**src/rtl/hw_int_ctrl.sv**
```systemverilog
// Six-source interrupt controller feeding CP0 HWInt[7:2]: latch, mask, prioritise, hold in service until EOI.
// Optional INT_COUNT_EN adds a saturating 16-bit acknowledge counter readable in STAT[31:16].
module hw_int_ctrl #(
  parameter int NSRC = 6
) (
  input  logic            clk,
  input  logic            reset,
  input  logic [NSRC-1:0] src,
  input  logic            intAck,
  input  logic            we,
  input  logic [1:0]      addr,
  input  logic [31:0]     wdata,
  output logic [31:0]     rdata,
  output logic [NSRC-1:0] HWInt
);

  typedef enum logic [1:0] {IDLE, ASSERT, SERVICE} stateT;

  stateT           state, stateNext;
  logic [NSRC-1:0] mask, mode, edgePend, srcQ;
  logic [NSRC-1:0] maskNext, modeNext, edgePendNext;
  logic [NSRC-1:0] pend, req, reqOneHot, clrBits;
  logic [2:0]      id, reqId;
  logic            busy;
  logic            wrMask, wrMode, wrPend, wrStat, ackTake;
  logic [15:0]     cntRd;
  logic            unusedWdata;

  assign unusedWdata = ^wdata[31:NSRC];

  assign wrMask = we && (addr == 2'd0);
  assign wrMode = we && (addr == 2'd1);
  assign wrPend = we && (addr == 2'd2);
  assign wrStat = we && (addr == 2'd3);

  // Level sources read straight through src_q; only edge sources keep latched state.
  assign pend      = (edgePend & mode) | (srcQ & ~mode);
  assign req       = pend & mask;
  assign reqOneHot = req & (~req + 1'b1);

  always_comb begin
    reqId = '0;
    for (int i = NSRC - 1; i >= 0; i--) begin
      if (req[i]) reqId = 3'(i);
    end
  end

  // intAck is a one-cycle commit strobe from CP0; it is honoured only while a request is shown.
  assign ackTake = (state == ASSERT) && intAck && (req != '0);

  assign maskNext = wrMask ? wdata[NSRC-1:0] : mask;
  assign modeNext = wrMode ? wdata[NSRC-1:0] : mode;

  always_comb begin
    clrBits = '0;
    if (wrPend)  clrBits = clrBits | (wdata[NSRC-1:0] & mode);
    if (ackTake) clrBits = clrBits | (reqOneHot & mode);
  end

  // New edges win over clears; a source switched to level drops its latched edge.
  assign edgePendNext = ((edgePend & ~clrBits) | (src & ~srcQ)) & modeNext;

  always_comb begin
    stateNext = state;
    case (state)
      IDLE:    if (req != '0) stateNext = ASSERT;
      ASSERT: begin
        if (req == '0)  stateNext = IDLE;
        else if (intAck) stateNext = SERVICE;
      end
      SERVICE: if (wrStat) stateNext = IDLE;
      default: stateNext = IDLE;
    endcase
  end

  assign HWInt = (state == ASSERT) ? reqOneHot : '0;

  always_ff @(posedge clk or negedge reset) begin
    if (!reset) begin
      state    <= IDLE;
      mask     <= '0;
      mode     <= '0;
      edgePend <= '0;
      srcQ     <= '0;
      id       <= '0;
      busy     <= 1'b0;
    end else begin
      state    <= stateNext;
      mask     <= maskNext;
      mode     <= modeNext;
      edgePend <= edgePendNext;
      srcQ     <= src;
      if (ackTake) begin
        id   <= reqId;
        busy <= 1'b1;
      end else if ((state == SERVICE) && wrStat) begin
        busy <= 1'b0;
      end
    end
  end

`ifdef INT_COUNT_EN
  logic [15:0] cnt;

  always_ff @(posedge clk or negedge reset) begin
    if (!reset) begin
      cnt <= '0;
    end else if (ackTake && (cnt != 16'hFFFF)) begin
      cnt <= cnt + 16'd1;
    end
  end

  assign cntRd = cnt;
`else
  assign cntRd = '0;
`endif

  always_comb begin
    rdata = '0;
    case (addr)
      2'd0: rdata = {{(32 - NSRC){1'b0}}, mask};
      2'd1: rdata = {{(32 - NSRC){1'b0}}, mode};
      2'd2: rdata = {{(32 - NSRC){1'b0}}, pend};
      2'd3: rdata = {cntRd, 8'b0, busy, 4'b0, id};
      default: rdata = '0;
    endcase
  end

endmodule

```
**config.mk**
```make
export PLATFORM = sky130hd
export DESIGN_NAME = hw_int_ctrl
export DESIGN_NICKNAME = d
export VERILOG_FILES = /design/src/rtl/hw_int_ctrl.sv
export SDC_FILE = /design/constraint.sdc
export NUM_CORES = 1
export LEC_CHECK = 0
export CAP_MARGIN = 20
export CORE_AREA = 2 2 63 80
export CTS_CLUSTER_DIAMETER = 120
export DETAILED_ROUTE_END_ITERATION = 10
export DIE_AREA = 0 0 65 82
export PLACE_DENSITY = 0.8
export SYNTH_ARGS = -nofsm -noshare
export SYNTH_HDL_FRONTEND = slang
export SYNTH_SLANG_ARGS = --single-unit
```
**constraint.sdc**
```tcl
create_clock -name clk -period 2.27 [get_ports clk]
set_clock_uncertainty 0.05 [all_clocks]
set_input_delay 0.5675 -clock clk [delete_from_list [all_inputs] [get_ports clk]]
set_output_delay 0.5675 -clock clk [all_outputs]
set_load 0.03 [all_outputs]
```
==> impl_metrics.env, run 1 <==
export IMPL_status="finished, violations left"
export IMPL_violations="setup timing"
export IMPL_ctsHtreeMaxLevel=2
export IMPL_crit_arrival_ns=1.76
export IMPL_ys_flop_type="dfrtp_1"
export IMPL_leakagePower_nw=1.28
export IMPL_finalCritPeriodShare_pct=105
export IMPL_via_per_inst=5.25
export IMPL_globalplace_congestion=0.945
export IMPL_startpoint_type="register"
export IMPL_wl_per_cell_um=14.9
export IMPL_max_freq_mhz=420
export IMPL_p_per_area_mw_per_mm2=767
export IMPL_slew_violations=0
export IMPL_routed_wl_met2_um=2560
export IMPL_grt_total_usage_pct=20.7
export IMPL_cts_path_max_buffers=2
export IMPL_first_pass_iters=4
export IMPL_syn_area_mm2=0.00193
export IMPL_fp_row_count=28
export IMPL_grt_start_max_net_pins=31
export IMPL_cts_tree="built"
export IMPL_routed_wl_um=4980
export IMPL_met3_length_um=249
export IMPL_critPathMaxFanout=3
export IMPL_dpl_cell_count=319
export IMPL_clk_pin_slew_worst_paths_ns=0.05
export IMPL_max_cap_viol_count=0
export IMPL_drive_gt1_share_pct=37.6
export IMPL_first_global_vias=1749
export IMPL_crit_path_end_kind="output pin"
export IMPL_setup_violations=5
export IMPL_rsz0062_at_grt="true"
export IMPL_worstSetupPathType="register to output pin"
export IMPL_drc_errors=0
export IMPL_diodes=0
export IMPL_drtAntennaViolNets=0
export IMPL_setup_ws_ns=-0.111
export IMPL_synth_cells=197
export IMPL_whs_ns=0.431
export IMPL_hpwl_um=3560
export IMPL_layout_commonest_cell="buf_4"
export IMPL_start_util_pct=42.0
export IMPL_fin_nets=317
export IMPL_min_period_ns=2.38
export IMPL_layout_common_cells="buf_4 (46), dfrtp_1 (30), conb_1 (25)"
export IMPL_dieHeight_um=82
export IMPL_yosysSeqAreaShare_pct=38.9
export IMPL_min_path_cells=1
export IMPL_core_region_area_mm2=0.00459
export IMPL_synth_edf_count=0
export IMPL_yosysUniqueCellTypes=45
export IMPL_ir_drop_v=0.000332
export IMPL_dieWidth_um=65
export IMPL_p_total_w=0.00210
export IMPL_io_pins=82
export IMPL_io_buffers=30
export IMPL_yosys_warnings=0
export IMPL_synth_area_per_cell_um2=9.79
export IMPL_clk_latency_ns=0.29
export IMPL_vias=1755
export IMPL_clockRootBuffer="clkbuf_8"
export IMPL_critical_path_required_ns=1.65
export IMPL_grt_overflow_total=0
export IMPL_wl_met1_um=2040
export IMPL_grt_pass1_wl_um=8250
export IMPL_fin_util_pct=59.6
export IMPL_antenna_found_initial=0
export IMPL_synth_seq_cells=30
export IMPL_clock_sinks=30
export IMPL_die_area_mm2=0.00533
export IMPL_hold_violations=0
export IMPL_cts_buffers=5
export IMPL_drt_iter0_drc=78
export IMPL_dr_max_layer_used="met4"
export IMPL_hp_class="register to register"
export IMPL_cts_hold_buf=0
export IMPL_r2r_cells=7
export IMPL_final_cells=334
export IMPL_postSynth_asyncResetShare_pct=100
export IMPL_syn2layout_area_growth_pct=41.8
-- cell type report --
type	instances	area, um2
Multi-Input combinational cell	149	1110
Timing Repair Buffer	76	668
Tap cell	60	75.1
Sequential cell	30	751
Inverter	11	41.3
Clock buffer	7	86.3
Fill cell	400	1850
Clock inverter	1	5.00
-- stage by stage --
step	TNS [ns]	instance area (um2)	worst slack, ns
2_1_floorplan	-0.0450	2040	-0.0450
3_3_place_gp	-3.63	2480	-0.701
3_5_place_dp	-3.75	2480	-0.695
4_1_cts	-0.341	2690	-0.0945
5_1_grt	-0.760	2740	-0.175
6_report	-0.402	2740	-0.111
-- cell usage after synthesis (all sizes together) (4+ instances only) --
library cell,n,share of area [%]
nor2b,8,2.6
mux2,12,7.8
dfrtp,30,39
a21oi,8,2.1
nor2,4,0.78
nand2,17,3.3
and2,4,1.4
nand2b,5,1.6
nor3,7,1.8
inv,11,2.1
o21ai,11,2.9
buf,28,10
nand4,6,1.9
a32o,4,2.1
-- layer usage --
| layer | vias to the layer above | global-route usage [%] |
|---|---|---|
| met3 | 17 | 3.97 |
| li1 | 818 | - |
| met2 | 65 | 37.0 |
| met1 | 855 | 24.2 |
| met4 | 0 | 8.94 |
| met5 | - | 0 |
-- power breakdown --
group | total (W) | internal [W] | leakage (nW) | switching, W
Clock | 0.000441 | 0.000244 | 0.0482 | 0.000197
Combinational | 0.000926 | 0.000431 | 0.865 | 0.000494
Sequential | 0.000730 | 0.000641 | 0.368 | 0.0000890
Total | 0.00210 | 0.00132 | 1.28 | 0.000781
-- flip-flops by register name, indices dropped and copies added (netlist names) --
register / flops
srcQ: 6
state: 2
busy: 1
id: 3
mode: 6
edgePend: 6
mask: 6
-- worst max-delay path: stages (launching register included) --
cell and delay (ns):
dfrtp_1 0.38, mux2_4 0.31, buf_6 0.13, a22oi_4 0.17, nand2_2 0.10, nor3_2 0.20, buf_4 0.19
-- what timing repair did --
item / in CTS / in global routing
pin swaps: 9 / 1
buffers inserted: 6 / 1
gates resized for setup: 44 / 12
setup endpoints to repair: 11 / 9
-- path summary, 6_finish.rpt --
| check | from | endpoint | slack [ns] |
|---|---|---|---|
| max reg2reg | mode[1]$_DFF_PN0_ | id[0]$_DFFE_PN0N_ | 0.28 |
| min reg2reg | id[1]$_DFFE_PN0N_ | id[1]$_DFFE_PN0N_ | 0.43 |
| max | mode[1]$_DFF_PN0_ | HWInt[4] | -0.11 |
| min in group asynchronous | reset | mask[5]$_DFFE_PN0P_ | 0.61 |
| min | id[1]$_DFFE_PN0N_ | id[1]$_DFFE_PN0N_ | 0.43 |
| max in group asynchronous | reset | id[0]$_DFFE_PN0N_ | 1.26 |
-- kinds of logic after synthesis --
group,after synthesis,share of synthesized area [%]
AND/OR/NAND/NOR,60,16.5
AO/OA/AOI/OAI,48,19.2
flip-flops,30,38.9
buffers and inverters,42,13.2
multiplexers,16,12.0
other,1,0.194
No activity file was read; power rests on OpenSTA's default activity.
==> inputs of run 2 (changes only) <==
--- a/config.mk
+++ b/config.mk
@@ -7,7 +7,6 @@
 export LEC_CHECK = 0
 export CAP_MARGIN = 20
 export CORE_AREA = 2 2 63 80
-export CTS_CLUSTER_DIAMETER = 120
 export DETAILED_ROUTE_END_ITERATION = 10
 export DIE_AREA = 0 0 65 82
 export PLACE_DENSITY = 0.8
==> constraint.sdc (replaced) <==
create_clock -name clk -period 2.7 [get_ports clk]
set_clock_uncertainty 0.05 [all_clocks]
set_input_delay 0.675 -clock clk [delete_from_list [all_inputs] [get_ports clk]]
set_output_delay 0.675 -clock clk [all_outputs]
set_load 0.03 [all_outputs]
==> impl_metrics.env, run 2 (synthesis gave the netlist of run 1 again) <==
export IMPL_status="completed"
export IMPL_whs_endpoint="id[1]$_DFFE_PN0N_"
export IMPL_die_area_mm2=0.00533
export IMPL_max_freq_mhz=375
export IMPL_io_pins=82
export IMPL_clk_latency_ns=0.29
export IMPL_r2r_cells=6
export IMPL_fin_nets=296
export IMPL_clk_pin_slew_worst_paths_ns=0.06
export IMPL_worstSetupPathType="input port to output pin"
export IMPL_globalplace_congestion=0.886
export IMPL_cts_buffers=5
export IMPL_drive_gt1_share_pct=28.1
export IMPL_crit_arrival_ns=1.94
export IMPL_layout_common_cells="buf_4 (29), dfrtp_1 (28), conb_1 (25)"
export IMPL_design_area_mm2=0.00250
export IMPL_cts_path_max_buffers=2
export IMPL_min_period_ns=2.67
export IMPL_regArea_um2=753
export IMPL_holdCritStartpoint="id[1]$_DFFE_PN0N_"
export IMPL_wl_per_cell_um=14.9
export IMPL_critPathBufInv=5
export IMPL_min_path_cells=1
export IMPL_rrSetupSlack_ns=0.79
export IMPL_io_buffers=30
export IMPL_crit_path_max_incr_delay_ns=0.26
export IMPL_leakagePower_nw=1.17
export IMPL_drtAntennaViolNets=0
export IMPL_critical_path_required_ns=1.98
export IMPL_grt_start_max_net_pins=31
export IMPL_rr_startpoint="mode[2]$_DFF_PN0_"
export IMPL_diodes=0
export IMPL_fillers=417
export IMPL_crit_family="buffers and inverters"
export IMPL_final_cells=313
export IMPL_finalCritPeriodShare_pct=98.8
export IMPL_max_cap_viol_count=0
export IMPL_tns_ns=0
export IMPL_start_util_pct=42.0
export IMPL_slew_violations=0
export IMPL_fp_row_count=28
export IMPL_multi_input_area_mm2=0.00105
export IMPL_slowest_stage="dlygate4sd2_1"
export IMPL_grt_total_usage_pct=19.3
export IMPL_hpwl_um=3500
export IMPL_routed_wl_um=4670
export IMPL_startpoint_type="input port"
export IMPL_dpl_cell_count=301
export IMPL_syn2layout_area_growth_pct=29.4
export IMPL_vias=1703
export IMPL_clockRootBuffer="clkbuf_8"
export IMPL_p_total_w=0.00164
export IMPL_antenna_found_initial=0
export IMPL_ctsHtreeMaxLevel=2
export IMPL_setup_violations=0
export IMPL_hold_violations=0
export IMPL_drc_errors=0
export IMPL_core_region_area_mm2=0.00459
export IMPL_dieHeight_um=82
export IMPL_via_per_inst=5.44
export IMPL_layout_commonest_cell="buf_4"
export IMPL_rsz0062_at_grt="false"
export IMPL_clock_sinks=30
export IMPL_grt_overflow_total=0
export IMPL_first_global_vias=1640
export IMPL_first_pass_iters=4
export IMPL_grt_pass1_wl_um=7610
export IMPL_path_cells="dlygate4sd2_1, buf_12, buf_12, nor2b_2, buf_4, a21oi_1, o22ai_1, buf_4"
export IMPL_hp_class="register to register"
export IMPL_place_area_mm2=0.00234
export IMPL_critPathMaxFanout=16
export IMPL_r2r_end="id[0]$_DFFE_PN0N_"
export IMPL_whs_ns=0.441
export IMPL_crit_path_end_kind="output pin"
export IMPL_cts_tree="built"
export IMPL_p_per_area_mw_per_mm2=656
export IMPL_ir_drop_v=0.000271
export IMPL_drt_iter0_drc=84
export IMPL_dieWidth_um=65
## run 2: cell count changes in the layout (fill, tap and decap cells not counted), moves of 3 or more
cell	before	now
a21oi_1	5	8
a21oi_2	3	0
buf_4	46	29
buf_6	11	1
## run 2: through the flow
step                setup WS (ns)  util, %
finish                     0.0332     54.4
CTS                       0.00763     53.8
detailed placement         -0.522     51.0
global route              0.00312     54.4
global placement           -0.488     51.0
floorplan                   0.125        -
## run 2: timing repair
action	4_1_cts	5_1_grt
setup buffers	4	0
resized for setup	20	7
pin swaps	1	1
hold buffers	0	0
cloned	0	1
setup endpoints to repair	8	6
## run 2: layer usage
metal / GRT usage, % / part of all wire [%] / vias to the layer above
met3: 4.79 / 6.9 / 18
li1: - / - / 775
met5: 0 / 0 / -
met2: 33.0 / 52 / 92
met1: 21.3 / 38 / 818
met4: 12.3 / 3.3 / 0
## run 2: worst reg2reg max path, stage by stage, from the launching register on
cell and delay (ns):
dfrtp_2 0.40, mux2_2 0.35, buf_4 0.15, a22oi_4 0.12, buf_4 0.16, a41o_2 0.26, mux2_4 0.31
## run 2: final cells by class
type | instances | share of cell area [%]
clock buffer | 7 | 3.46
multi-input combinational | 149 | 41.9
inverter | 11 | 1.65
clock inverter | 1 | 0.200
tap | 60 | 3.01
sequential | 30 | 30.2
timing repair buffer | 55 | 19.6
## run 2: worst max-delay path by stage
| stage | slack [ns] | from | cells past startpoint | end |
|---|---|---|---|---|
| after floorplan | 0.12 | mode[1]$_DFF_PN0_ | 4 | HWInt[5] |
| after global placement | -0.49 | addr[1] | 4 | rdata[1] |
| after detailed placement | -0.52 | addr[1] | 4 | rdata[1] |
| after CTS | 0.008 | mode[2]$_DFF_PN0_ | 6 | HWInt[5] |
| after global routing | 0.003 | addr[1] | 8 | rdata[4] |
| final | 0.03 | addr[1] | 8 | rdata[5] |
## run 2: power by group
group / internal (W) / switching [W] / leakage (nW)
Sequential: 0.000540 / 0.0000937 / 0.366
Clock: 0.000205 / 0.000171 / 0.0482
Combinational: 0.000277 / 0.000350 / 0.753
==> inputs of run 3 (changes only) <==
--- a/config.mk
+++ b/config.mk
@@ -10,6 +10,7 @@
 export DETAILED_ROUTE_END_ITERATION = 10
 export DIE_AREA = 0 0 65 82
 export PLACE_DENSITY = 0.8
+export SLEW_MARGIN = 20
 export SYNTH_ARGS = -nofsm -noshare
 export SYNTH_HDL_FRONTEND = slang
 export SYNTH_SLANG_ARGS = --single-unit
==> results of run 3 <==
Same layout as run 2: the final DEF is identical, and so are final timing and power.
==> patch (settings of run 1) <==
Set the parameter `NSRC` to 7 (it was 6).
--- a/src/rtl/hw_int_ctrl.sv
+++ b/src/rtl/hw_int_ctrl.sv
@@ -1,7 +1,7 @@
 // Six-source interrupt controller feeding CP0 HWInt[7:2]: latch, mask, prioritise, hold in service until EOI.
 // Optional INT_COUNT_EN adds a saturating 16-bit acknowledge counter readable in STAT[31:16].
 module hw_int_ctrl #(
-  parameter int NSRC = 6
+  parameter int NSRC = 7
 ) (
   input  logic            clk,
   input  logic            reset,
Interface: changed (resized HWInt and src); port bits go from 82 to 84. No check against the original RTL was run, so the function may have changed too.
==> patch against run 1 <==
- the run still ends with setup timing left
- first-iteration DRC count fell by 9.0%
- total power rose by 9.4%
- wire length fell by 1.3%
- area after synthesis rose by 7.2%
- worst hold slack improved by 0.026 ns
- sequential cell count rose by 4
- worst setup slack got worse by 0.023 ns
- register-to-register slack got worse by 0.02 ns
- design area rose by 3.7%
- via count rose by 2.6%
- sequential power rose by 14%
- core utilization rose by 2.2 points
- fmax fell by 0.94%
- critical path type unchanged
==> patch: results (changes against run 1) <==
outcome:
  status: "finished, violations left"
  violations: "setup timing"
drt:
  wl_per_cell_microns: 14.4  # -3.6%
  vias_per_cell: 5.26  # +0.16%
  dr.first_iter.drc_count: 71  # -9.0%
global_route:
  grt_max_degree: 35  # +13%
  grt_util_all_layers_pct: 19.7  # -1.0 points
  antenna_found_initial: 0  # unchanged
  grt_pass1_vias: 1706  # -2.5%
  grt_first_pass_wirelength_microns: 7850  # -4.9%
min_path:
  min_to: "busy"
  holdPathStages: 2  # +1
  hold_path_startpoint: "busy"
synthesis:
  synth_area_per_cell_sq_um: 9.99  # +2.0%
  ys_types: 49  # +8.9%
  synth_compound_area_share_pct: 15.4  # -3.8 points
  synth_mux_area_share_pct: 15.8  # +3.8 points
  synthTopCellsByArea: "dfrtp_1 41%, buf_4 8.7%, mux2_2 8.2%"
  synthTopCellsByCount: "34 x dfrtp_1, 28 x nand2_1, 24 x buf_4"
  seq_area_frac_synth_pct: 41.1  # +2.2 points
pwr:
  power_leakage_uw: 0.00131  # +2.4%
  ir_worst_vdd_mv: 0.377  # +14%
clocking:
  clkTransAtPathRegs_ns: 0.07  # +0.02 ns
sta:
  setup_viol: 3  # -2
  timing.hold.ws_ns: 0.457  # +0.0262 ns
  setup_tns_ns: -0.275  # +0.127 ns
  layout_setup_ws_ns: -0.134  # -0.0227 ns
critical_path:
  worstPathArrival_ns: 1.79  # +0.03 ns
  r2r_end: "edgePend[3]"
  rr_worst_depth: 8  # +1
  slowest_delay_ns: 0.40  # +0.02 ns
  r2r_setup_slack_ns: 0.26  # -0.02 ns
place:
  dp_worst_setup_slack_ns: -0.757  # -0.0625 ns
  dp_hpwl_microns: 3760  # +5.8%
  gp_congestion: 0.838  # -11%
  io_buffers: 34  # +13%
  dpl_cell_area_sq_um: 2610  # +4.9%
final_layout:
  drive_gt1_share_pct: 35.8  # -1.8 points
  nNetsFinal: 326  # +2.8%
[patch: changes by cell type after synthesis, moves of 5 or more]
cell	before	now
o21ai_0	11	16
mux2_2	8	15
a21oi_1	8	2
nand2_1	17	28
mux2i_1	1	6
inv_1	11	5
[patch: stage by stage]
stage / power [uW] / cells / util [%]
after floorplan: 1410 / 230 / -
after global placement: 1700 / 328 / 56.8
after detailed placement: 1730 / 328 / 56.8
after CTS: 2250 / 338 / 60.4
after global routing: 2430 / 342 / 61.9
final: 2300 / 342 / 61.9
[patch: where the power goes]
part / total (uW) / switching, uW / internal, uW
Sequential: 831 / 104 / 728
Combinational: 999 / 525 / 474
Clock: 465 / 220 / 244
Total: 2300 / 849 / 1450
[patch: cells by family (layout without fill, tap and decap cells)]
| kind of cell | count (synthesis) | count (layout) |
|---|---|---|
| buffers and inverters | 33 | 85 |
| other | 1 | 24 |
| AO/OA/AOI/OAI | 44 | 44 |
| multiplexers | 26 | 26 |
| flip-flops | 34 | 34 |
| AND/OR/NAND/NOR | 69 | 69 |
[patch: per-layer routing]
layer | GRT usage, % | wire length (microns) | vias up
li1 | - | - | 860
met3 | 5.48 | 280 | 10
met5 | 0 | 0 | -
met1 | 21.7 | 1970 | 872
met4 | 7.02 | 82 | 0
met2 | 36.2 | 2580 | 58
[patch: tightest hold or removal path: stages (launching register included)]
cell and delay, ns:
dfrtp_1 0.34, o21ai_0 0.08, nand2_1 0.06
[patch: repair_timing]
| action | in CTS | in global routing |
|---|---|---|
| buffers inserted | 2 | 4 |
| pin swaps | 6 | 1 |
| endpoints found under the setup margin | 15 | 12 |
| resized for setup | 38 | 17 |
[patch: cell type report]
type                       count  area, sq um
inverter                       5         18.8
tap                           60         75.1
multi-input combinational    163         1190
timing repair buffer          72          606
fill                         395         1750
sequential                    34          853
clock inverter                 1         5.00
clock buffer                   7         86.3
[patch: worst max path at each step]
stage / from / to / slack [ns]
floorplan: mode[1] / HWInt[5] / -0.14
global placement: addr[1] / rdata[0] / -0.74
detailed placement: addr[1] / rdata[1] / -0.76
CTS: mode[0] / HWInt[5] / -0.14
global route: mode[1] / HWInt[5] / -0.22
finish: mode[0] / HWInt[5] / -0.13
